[src/rtl/mem_port.sv]
// rtl/mem_port.sv - byte/half/word load-store port onto a big-endian fin-handshake memory; optional MEM_PORT_TIMEOUT_EN
module mem_port #(
    parameter int MEM_SIZE    = 65536,
    parameter int TIMEOUT_CYC = 255
) (
    input  logic        clk,
    input  logic        reset_n,
    input  logic        cmd_valid,
    output logic        cmd_ready,
    input  logic        cmd_we,
    input  logic        cmd_unsigned,
    input  logic [1:0]  cmd_size,
    input  logic [31:0] cmd_addr,
    input  logic [31:0] cmd_wdata,
    output logic        rsp_valid,
    output logic        rsp_err,
    output logic [31:0] rsp_rdata,
    output logic        rd_req,
    output logic [31:0] rd_addr,
    input  logic        rd_fin,
    input  logic [31:0] rd_data,
    output logic        wr_req,
    output logic [31:0] wr_addr,
    output logic [31:0] wr_data,
    input  logic        wr_fin
);

    typedef enum logic [2:0] {
        IDLE,
        RD,
        RD_DROP,
        WR,
        WR_DROP,
        RESP
    } state_t;

    localparam logic [32:0] MEM_LIMIT = 33'(MEM_SIZE);

    state_t state, state_nxt;

    // Command fields kept for the later phases; the word-store data goes straight into wr_data.
    logic        lat_we;
    logic        lat_unsigned;
    logic [1:0]  lat_size;
    logic [15:0] lat_wdata;
    logic [31:0] cap_q;

    logic        rd_req_nxt, wr_req_nxt, rsp_valid_nxt, rsp_err_nxt;
    logic [31:0] rsp_rdata_nxt, rd_addr_nxt, wr_addr_nxt, wr_data_nxt, cap_nxt;
    logic        accept;
    logic        cmd_bad;
    logic        busy;
    logic        tmo_hit;

    function automatic logic [31:0] load_ext(input logic [31:0] w, input logic [1:0] sz,
                                             input logic uns);
        logic fill;
        fill = w[31] & ~uns;
        case (sz)
            2'd0:    load_ext = {{24{fill}}, w[31:24]};
            2'd1:    load_ext = {{16{fill}}, w[31:16]};
            default: load_ext = w;
        endcase
    endfunction

    // Sub-word stores land on the most significant lanes, since addr+0 is bits 31:24.
    function automatic logic [31:0] store_merge(input logic [31:0] w, input logic [1:0] sz,
                                                input logic [15:0] wd);
        if (sz == 2'd0) store_merge = {wd[7:0], w[23:0]};
        else            store_merge = {wd[15:0], w[15:0]};
    endfunction

    assign cmd_ready = (state == IDLE) && !rd_fin && !wr_fin;
    assign accept    = cmd_valid && cmd_ready;
    assign busy      = (state == RD) || (state == RD_DROP) || (state == WR) || (state == WR_DROP);

    // The range test is done 33 bits wide so an address near 2^32 cannot wrap into range.
    assign cmd_bad = (cmd_size == 2'd3)
                  || ((cmd_size == 2'd1) && cmd_addr[0])
                  || ((cmd_size == 2'd2) && (cmd_addr[1:0] != 2'b00))
                  || (({1'b0, cmd_addr} + 33'd3) >= MEM_LIMIT);

`ifdef MEM_PORT_TIMEOUT_EN
    localparam logic [7:0] TMO_LIMIT = 8'(TIMEOUT_CYC);
    logic [7:0] tmo_cnt;

    // Cycles spent in the current wait state; restarts whenever the state moves.
    always_ff @(posedge clk or negedge reset_n) begin
        if (!reset_n)                           tmo_cnt <= 8'd0;
        else if (!busy || state_nxt != state)   tmo_cnt <= 8'd0;
        else                                    tmo_cnt <= tmo_cnt + 8'd1;
    end

    assign tmo_hit = busy && (tmo_cnt == TMO_LIMIT);
`else
    assign tmo_hit = 1'b0;
`endif

    // Next state and next values of every registered output.
    always_comb begin
        state_nxt     = state;
        rd_req_nxt    = rd_req;
        wr_req_nxt    = wr_req;
        rsp_valid_nxt = 1'b0;
        rsp_err_nxt   = 1'b0;
        rsp_rdata_nxt = 32'd0;
        rd_addr_nxt   = rd_addr;
        wr_addr_nxt   = wr_addr;
        wr_data_nxt   = wr_data;
        cap_nxt       = cap_q;
        case (state)
            IDLE: begin
                if (accept) begin
                    if (cmd_bad) begin
                        state_nxt     = RESP;
                        rsp_valid_nxt = 1'b1;
                        rsp_err_nxt   = 1'b1;
                    end else if (cmd_we && (cmd_size == 2'd2)) begin
                        state_nxt   = WR;
                        wr_req_nxt  = 1'b1;
                        wr_addr_nxt = cmd_addr;
                        wr_data_nxt = cmd_wdata;
                    end else begin
                        state_nxt   = RD;
                        rd_req_nxt  = 1'b1;
                        rd_addr_nxt = cmd_addr;
                    end
                end
            end
            RD: begin
                if (rd_fin) begin
                    state_nxt  = RD_DROP;
                    rd_req_nxt = 1'b0;
                    cap_nxt    = rd_data;
                end
            end
            RD_DROP: begin
                if (!rd_fin) begin
                    if (!lat_we) begin
                        state_nxt     = RESP;
                        rsp_valid_nxt = 1'b1;
                        rsp_rdata_nxt = load_ext(cap_q, lat_size, lat_unsigned);
                    end else if (!wr_fin) begin
                        // Hold off the write request until a stale wr_fin has gone away.
                        state_nxt   = WR;
                        wr_req_nxt  = 1'b1;
                        wr_addr_nxt = rd_addr;
                        wr_data_nxt = store_merge(cap_q, lat_size, lat_wdata);
                    end
                end
            end
            WR: begin
                if (wr_fin) begin
                    state_nxt  = WR_DROP;
                    wr_req_nxt = 1'b0;
                end
            end
            WR_DROP: begin
                if (!wr_fin) begin
                    state_nxt     = RESP;
                    rsp_valid_nxt = 1'b1;
                end
            end
            RESP: begin
                state_nxt = IDLE;
            end
            default: begin
                state_nxt  = IDLE;
                rd_req_nxt = 1'b0;
                wr_req_nxt = 1'b0;
            end
        endcase
        if (tmo_hit) begin
            state_nxt     = RESP;
            rd_req_nxt    = 1'b0;
            wr_req_nxt    = 1'b0;
            rsp_valid_nxt = 1'b1;
            rsp_err_nxt   = 1'b1;
            rsp_rdata_nxt = 32'd0;
        end
    end

    // State register.
    always_ff @(posedge clk or negedge reset_n) begin
        if (!reset_n) state <= IDLE;
        else          state <= state_nxt;
    end

    // Registered memory-side and response outputs plus the captured read word.
    always_ff @(posedge clk or negedge reset_n) begin
        if (!reset_n) begin
            rd_req    <= 1'b0;
            wr_req    <= 1'b0;
            rsp_valid <= 1'b0;
            rsp_err   <= 1'b0;
            rsp_rdata <= 32'd0;
            rd_addr   <= 32'd0;
            wr_addr   <= 32'd0;
            wr_data   <= 32'd0;
            cap_q     <= 32'd0;
        end else begin
            rd_req    <= rd_req_nxt;
            wr_req    <= wr_req_nxt;
            rsp_valid <= rsp_valid_nxt;
            rsp_err   <= rsp_err_nxt;
            rsp_rdata <= rsp_rdata_nxt;
            rd_addr   <= rd_addr_nxt;
            wr_addr   <= wr_addr_nxt;
            wr_data   <= wr_data_nxt;
            cap_q     <= cap_nxt;
        end
    end

    // Command fields are captured on acceptance only.
    always_ff @(posedge clk or negedge reset_n) begin
        if (!reset_n) begin
            lat_we       <= 1'b0;
            lat_unsigned <= 1'b0;
            lat_size     <= 2'd0;
            lat_wdata    <= 16'd0;
        end else if (accept) begin
            lat_we       <= cmd_we;
            lat_unsigned <= cmd_unsigned;
            lat_size     <= cmd_size;
            lat_wdata    <= cmd_wdata[15:0];
        end
    end

endmodule

[config.mk]
export PLATFORM = sky130hd
export DESIGN_NAME = mem_port
export DESIGN_NICKNAME = d
export VERILOG_FILES = /design/src/rtl/mem_port.sv
export SDC_FILE = /design/constraint.sdc
export NUM_CORES = 1
export LEC_CHECK = 0
export CORE_ASPECT_RATIO = 0.7
export CORE_MARGIN = 1.5
export CORE_UTILIZATION = 35
export DETAILED_ROUTE_END_ITERATION = 7
export SLEW_MARGIN = 10
export SYNTH_ARGS = -nofsm -noshare
export SYNTH_HDL_FRONTEND = slang
export SYNTH_SLANG_ARGS = --single-unit
export TNS_END_PERCENT = 5
[constraint.sdc]
create_clock -name clk -period 5.1 [get_ports clk]
set_clock_uncertainty 0.15 [all_clocks]
set_input_delay 0.765 -clock clk [delete_from_list [all_inputs] [get_ports clk]]
set_output_delay 0.765 -clock clk [all_outputs]
set_load 0.01 [all_outputs]
### Word-level counts from Yosys, hierarchy flattened

Index checks and enable logic that the tools add are counted.

* register bits after elaboration: 187
* input port bits: 105
* output and inout port bits: 133
* word-level logic and storage cells: 114

* $add $sub $neg: 1
* magnitude comparators: 1
* equal/unequal tests: 20
* muxes and demuxes: 49
* bitwise operators: 6
* reductions and logical operators: 23

Operators by type and width (count)
* $mux 32: 16
* $pmux 32 s2: 3
* $add 32x2->33 const B: 1
* $ge 33x17->1 const B: 1
* $mux 3: 8
* $ne 2x2->1 const B: 9
* $mux 1: 17
* $pmux 3 s5: 1
* $reduce_and 8->1: 1
* $reduce_and 7->1: 1
* $eq 3x2->1 const B: 2
* $eq 3x3->1 const B: 2
* $logic_and 1x1->1: 6
* $pmux 1 s3: 2
* $reduce_and 6->1: 1
* $not 1->1: 5
* $reduce_and 5->1: 1
* $eq 2x1->1 const B: 2
* $eq 2x2->1 const B: 2
* $pmux 1 s4: 1
* $reduce_and 4->1: 1
* $reduce_bool 2->1: 2
* $reduce_or 4->1: 1
* $eq 3x1->1 const B: 1
* other kinds (10): 13

### Logic depth before layout (Yosys ltp)

Gate-level depths: netlist of the first run.

* depth in word-level cells: 8
* gate-level depth with buffers: 10
* gate-level depth less buffers: 7

### Worst setup path before layout of the first run

Ideal clock, no wire load.

* path type: input to register
* start point: in cmd_addr[4]
* end point: reg rd_addr[10]
* library setup time: 125 ps
* arrival: 3398 ps
* data required time: 4825 ps
* path slack: 1427 ps
* stages on the path: 9
* path buffers: 2
* cell sequence: nand4_1 or4_4 or4_1 a221o_1 nor4_4 and3_1 buf_6 buf_12 mux2_4

* cells in the longest elaborated chain, start to end: 5

Ends and longest elaborated chain
* start: declaration: RTL line 13 `input logic [31:0] cmd_addr,`
* $add 32x2->33: RTL line 81 `|| (({1'b0, cmd_addr} + 33'd3) >= MEM_LIMIT);`
* $ge 33x17->1: RTL line 81
* $logic_or 1x1->1: RTL line 81
* $not 1->1 (no line)
* $reduce_and 4->1 (no line)
* end signal: assignment: RTL line 207 `rd_addr <= rd_addr_nxt;`
* end: declaration: RTL line 19 `output logic [31:0] rd_addr,`

Every way passes these cells.
A chain may end at the register's enable or synchronous reset.

### Final worst setup path of the first run

* start point: in cmd_addr[7]
* end point: reg wr_data[29]

* cells in the longest elaborated chain, start to end: 5

Ends and longest elaborated chain
* $add 32x2->33: RTL line 81
* $ge 33x17->1: RTL line 81
* $logic_or 1x1->1: RTL line 81
* $ne 2x2->1 (no line)
* $reduce_and 7->1 (no line)
* end signal: assignment: RTL line 209 `wr_data <= wr_data_nxt;`
* end: declaration: RTL line 24 `output logic [31:0] wr_data,`

Every way passes these cells.

==> results of run 1 <==
## worst register-to-register path: stages, from the launching register on
cell and delay (ns):
dfrtp_1 0.51, or2_2 0.61, buf_4 0.39, nor2_4 0.72
buf_4 0.43, a22oi_1 0.11, o21ai_0 0.19, a221o_1 0.13
## flip-flops by register name (all words and copies together) (netlist names)
signal        cells
cap_q            32
lat_size          2
lat_unsigned      1
lat_wdata        16
lat_we            1
rd_addr          32
rd_req            1
rsp_err           1
rsp_rdata        32
rsp_valid         1
state             3
wr_addr          32
wr_data          32
wr_req            1
## per-stage QoR
stage | cell area (µm²) | hold slack (ns)
final | 12200 | 0.313
after global routing | 12200 | 0.343
after CTS | 12200 | 0.327
after detailed placement | 11700 | 0.307
after global placement | 11700 | 0.303
after floorplan | 9050 | 0.289
## layout make-up
cell class              instances  area (µm²)  share of cell area (%)
diodes                          1        2.50                  0.0205
clock buffers                  18         429                    3.51
clock inverters                14         129                    1.05
inverters                      18        67.6                   0.552
multi-input cells             643        3960                    32.4
flip-flops and latches        187        4680                    38.3
well taps                     331         414                    3.39
repair buffers                255        2550                    20.8
## placed cells by master, fill, tap and decap left out, types with 2 or more instances in the layout
master and n:
buf_4 15, dfrtp_1 186, inv_1 17, clkdlybuf4s50_1 236, inv_6 5, and3_1 5
mux2_2 19, o211ai_1 3, a21oi_1 71, nor2_1 35, nand2_1 168, or2_2 2
o41ai_1 2, nand3b_1 2, nand3_1 9, o31a_1 2, xnor2_1 2, and4_1 3
nor3_1 4, inv_8 3, a22o_1 18, a22oi_1 55, o21ai_1 2, or4_4 2
mux2i_1 8, clkinvlp_4 4, nor2b_1 19, and2_1 3, nor4_1 3, nand4_1 10
nor2_4 2, mux2_4 14, buf_12 3, a311oi_1 2, a221o_1 48, clkbuf_16 17
and3_2 2, o21ai_0 102, a211oi_1 3, or4_1 5
## report_power, final
part	switching (mW)	leakage [nW]	internal, mW
Sequential	0.446	2.21	1.89
Clock	0.653	0.263	0.646
Combinational	1.24	2.71	1.13
## cell families (layout without fill, tap and decap cells)
logic type	count (synthesis)	in the layout	synth area share, %
compound gates	320	320	23.6
xor+xnor	2	2	0.194
buf+inv	89	305	4.84
flops	187	187	51.7
mux	41	41	5.57
other cells	0	1	0
simple gates	280	280	14.1
## path summary, 6_finish.rpt
path                                      startpoint                        end  slack (ns)  cells after the start
setup / recovery                         cmd_addr[7]    wr_data[29]$_DFFE_PN0P_        0.96                      9
hold / removal                               reset_n    rsp_rdata[18]$_DFF_PN0_        0.31                      1
setup reg to reg                state[2]$_DFFE_PN0P_     wr_data[3]$_DFFE_PN0P_        1.81                      7
hold reg to reg            lat_wdata[12]$_DFFE_PN0P_  lat_wdata[12]$_DFFE_PN0P_        0.32                      2
max in group asynchronous                    reset_n    rd_addr[24]$_DFFE_PN0P_        3.52                      2
min in group clk           lat_wdata[12]$_DFFE_PN0P_  lat_wdata[12]$_DFFE_PN0P_        0.32                      2
## metal layers
layer | global-route usage (%) | vias to the layer above | share of wire, % | wire length (µm)
li1 | - | 3756 | - | -
met1 | 35.8 | 3994 | 51 | 15200
met3 | 5.34 | 23 | 7.2 | 2140
met5 | 0 | - | 0 | 0
met2 | 29.6 | 306 | 41 | 12100
met4 | 5.43 | 0 | 1.0 | 300
==> results.yml, run 1 <==
outcome:
  status: "complete, no violations"
critical_path:
  crit_buf_inv: 2
  crit_type: "input port to flop"
  cp_slowest_cell: "or4_4"
  max_stage_delay_ns: 0.61
  crit_family: "simple AND/OR/NAND/NOR gates"
  crit_path_start_kind: "input port"
  crit_fanout: 30
  cp-end-kind: "flop"
  required_ns: 5.27
  arrival_ns: 4.31
  cp_common_cell: "a221o_1"
  cp_cell_sequence: "clkdlybuf4s50_1 > nand4_1 > or4_4 > or4_1 > a221o_1 > nor4_4 > a31oi_4 > buf_12 > a221o_1"
floorplan:
  core_area_um2: 25600
  die_h_um: 138
  die_area_um2: 26800
  fp-row-count: 49
  start_util_pct: 35.4
  fp.dieW_um: 195
  io_pins: 238
yosys:
  synth_top_area_share_pct: 51.7
  syn-instance-count: 919
  synthFlopType: "dfrtp_1"
  ys_warn_count: 0
  synth_area_leaders: "dfrtp_1 (52%), nand2_1 (7.0%), o21ai_0 (5.6%)"
  yosysTopAreaCell: "dfrtp_1"
  yosys-top-cells-count: "dfrtp_1 (187), nand2_1 (169), o21ai_0 (102)"
  synth_seq_area_share_pct: 51.7
  synth.most_common_cell: "dfrtp_1"
  synth_edf_count: 0
  ys_ff_latch: 187
  synth_cell_types: 56
  netlist_area_um2: 9050
  syn_area_per_cell_um2: 9.84
  async_flop_share_pct: 100
  syn-num-nets: 1024
detailed_routing:
  dr.pass1.iters: 6
  wl_per_cell_um: 20.3
  finalWirelength_um: 29700
  final_antenna_net_count: 0
  drt_iter0_drc: 676
  drc: 0
  via_count: 8079
  vias_per_cell: 5.51
finish:
  utilization_pct: 47.8
  area_delta_synth_final_pct: 35.2
  nFillCells: 2403
  nets: 1227
  drive_gt1_share_pct: 8.63
  final_cells: 1467
clocking:
  htreeDepth: 4
  path_clk_slew_ns: 0.07
  numCtsBuffers: 17
  clk_root_buffer_cell: "clkbuf_16"
  cts_num_sinks: 187
  cts_resized: 0
  clk_latency_ns: 0.44
  ctsLongestPathBuffers: 2
  cts_hold_buffers: 0
  post_cts_buffers: 0
  cts_tree: "built"
timing:
  fin_crit_sh_pct: 81.2
  hold_viol: 0
  fin_tns_setup_ns: 0
  worst_pin_slew_ns: 1.24
  relSlewSlack_pct: 16.8
  worst_slack_ns: 0.957
  finalMaxSlewViolations: 0
  period_minus_slack_ns: 4.14
  max_freq_mhz: 241
  finalSetupViolations: 0
  grt_setup_unrepaired: "no"
pwr:
  power_mw: 6.01
  leakagePower_nw: 5.18
  ir_worst_vdd_mv: 0.293
  power_density_nw_per_um2: 491
grt:
  grt_pass1_vias: 7590
  grt_pass1_wl_um: 46000
  track_usage_pct: 22.4
  overflow: 0
  grt_max_degree: 116
  antenna_found_initial: 1
place:
  dp_worst_setup_slack_ns: 0.537
  port_buffers: 237
  gp_congestion: 0.832
  dp_hpwl_um: 20000
  dp.cells: 1434
worst_hold_path:
  min_path_type: "input port to async pin"
flow_run:
  maxCapViolations: 0
Power figures use the tool's default switching activity.
==> run 2: changes to the inputs <==
==> constraint.sdc (replaced) <==
create_clock -name clk -period 4.1 [get_ports clk]
set_clock_uncertainty 0.15 [all_clocks]
set_input_delay 0.615 -clock clk [delete_from_list [all_inputs] [get_ports clk]]
set_output_delay 0.615 -clock clk [all_outputs]
set_load 0.01 [all_outputs]
==> run 2 against run 1 <==
Effect of this change: global-route usage up 0.087 points; design area grew 2.8%; clock power rose by 34%; critical path type unchanged; count of clock-buffer cells in the layout increased by 1; wire length grew 0.38%; worst hold slack got worse by 0.26 ns; cell count increased by 2.2%.
==> results.yml, run 2 (synthesized netlist as in run 1, its figures left out) <==
grt:
  track_usage_pct: 22.5
  antenna_found_initial: 0
  grt_max_degree: 92
  overflow: 0
  grt_pass1_wl_um: 46000
  grt_pass1_vias: 7611
clocking:
  path_clk_slew_ns: 0.07
  post_cts_buffers: 0
  cts_num_sinks: 187
  clk_latency_ns: 0.43
  cts_tree: "built"
  cts_hold_buffers: 0
  ctsLongestPathBuffers: 2
  numCtsBuffers: 17
  clk_root_buffer_cell: "clkbuf_16"
  cts_resized: 0
  htreeDepth: 4
finish:
  final_cells: 1499
  drive_gt1_share_pct: 11.2
  nets: 1261
  layout_commonest_cell: "clkdlybuf4s50_1"
  finish.instance_area_um2: 12600
  seqCellArea_um2: 4680
  layout_common_cells: "clkdlybuf4s50_1 (236), dfrtp_1 (186), nand2_1 (168)"
  nFillCells: 2330
  area_delta_synth_final_pct: 38.9
  diodes: 0
  multi_input_comb_area_um2: 3960
critical_path:
  worst-r2r-setup-slack_ns: 1.14
  crit_fanout: 19
  arrival_ns: 3.88
  crit_path_start_kind: "input port"
  cp-end-kind: "flop"
  required_ns: 4.25
  crit_type: "input port to flop"
timing:
  finalSetupViolations: 0
  worst_pin_slew_ns: 0.754
  hold_ws_ns: 0.0567
  relSlewSlack_pct: 49.8
  hold_viol: 0
  max_freq_mhz: 268
  grt_setup_unrepaired: "no"
  fin_crit_sh_pct: 90.9
  finalMaxSlewViolations: 0
  period_minus_slack_ns: 3.73
place:
  port_buffers: 237
  dp.cells: 1468
  gp_congestion: 0.841
  place_area_um2: 12000
  dp_hpwl_um: 20800
detailed_routing:
  drc: 0
  drt_iter0_drc: 585
  via_count: 8113
  vias_per_cell: 5.41
  dr.pass1.iters: 6
  final_antenna_net_count: 0
  finalWirelength_um: 29900
  wl_per_cell_um: 19.9
pwr:
  power_mw: 7.63
  leakagePower_nw: 5.38
  power_density_nw_per_um2: 607
  ir_worst_vdd_mv: 0.327
floorplan:
  core_area_um2: 25600
  die_h_um: 138
  die_area_um2: 26800
  start_util_pct: 35.4
  fp.dieW_um: 195
  io_pins: 238
  fp-row-count: 49
outcome:
  status: "complete, no violations"
worst_hold_path:
  min_path_type: "input port to async pin"
flow_run:
  maxCapViolations: 0
run 2: changes by cell type in the layout (fill, tap and decap cells not counted):
cell	previous run	this run
buf_12	3	6
buf_4	15	46
bufinv_16	0	3
clkbuf_8	1	2
clkinv_4	0	2
clkinv_8	1	0
clkinvlp_4	4	2
diode_2	1	0
inv_6	5	4
inv_8	3	0
run 2: path summary, 6_finish.rpt:
kind | start | to | cells past startpoint
worst max-delay path | cmd_addr[4] | wr_addr[22]$_DFFE_PN0P_ | 10
worst min-delay path | reset_n | rsp_rdata[18]$_DFF_PN0_ | 1
worst max register to register | state[2]$_DFFE_PN0P_ | wr_addr[22]$_DFFE_PN0P_ | 9
worst min register to register | lat_wdata[12]$_DFFE_PN0P_ | lat_wdata[12]$_DFFE_PN0P_ | 2
max in group asynchronous | reset_n | wr_data[30]$_DFFE_PN0P_ | 2
min in group clk | lat_wdata[12]$_DFFE_PN0P_ | lat_wdata[12]$_DFFE_PN0P_ | 2
run 2: where the power goes:
group | total [mW] | internal (mW) | switching (mW)
combinational | 2.97 | 1.44 | 1.54
sequential | 2.92 | 2.35 | 0.564
clock | 1.74 | 0.983 | 0.757
run 2: metrics by stage:
stage               setup slack, ns  setup TNS, ns  utilization, %
floorplan                     0.577              0               -
global placement            -0.0223         -0.296            46.8
detailed placement          -0.0540         -0.637            46.8
CTS                           0.408              0            49.2
global route                  0.290              0            49.2
finish                        0.374              0            49.2
run 2: layout make-up:
cell class | instances | area share, %
clock buffer | 19 | 3.52
clock inverter | 12 | 1.29
inverter | 18 | 0.538
multi-input combinational | 643 | 31.5
sequential | 187 | 37.2
tap | 331 | 3.30
timing repair buffer | 289 | 22.6
run 2: routing by layer:
| metal | share of wire [%] | global-route usage (%) |
|---|---|---|
| met1 | 51 | 35.1 |
| met2 | 41 | 30.7 |
| met3 | 7.1 | 5.80 |
| met4 | 0.85 | 4.74 |
| met5 | 0 | 0 |
run 2: worst max-delay path, cell delays in order:
cell and delay, ns:
clkdlybuf4s50_1 0.49, nand4_1 0.18, or4_4 0.59, or4_1 0.52, a221o_1 0.41, buf_4 0.16
or4_4 0.54, nor2_4 0.12, buf_12 0.15, o21ai_0 0.10
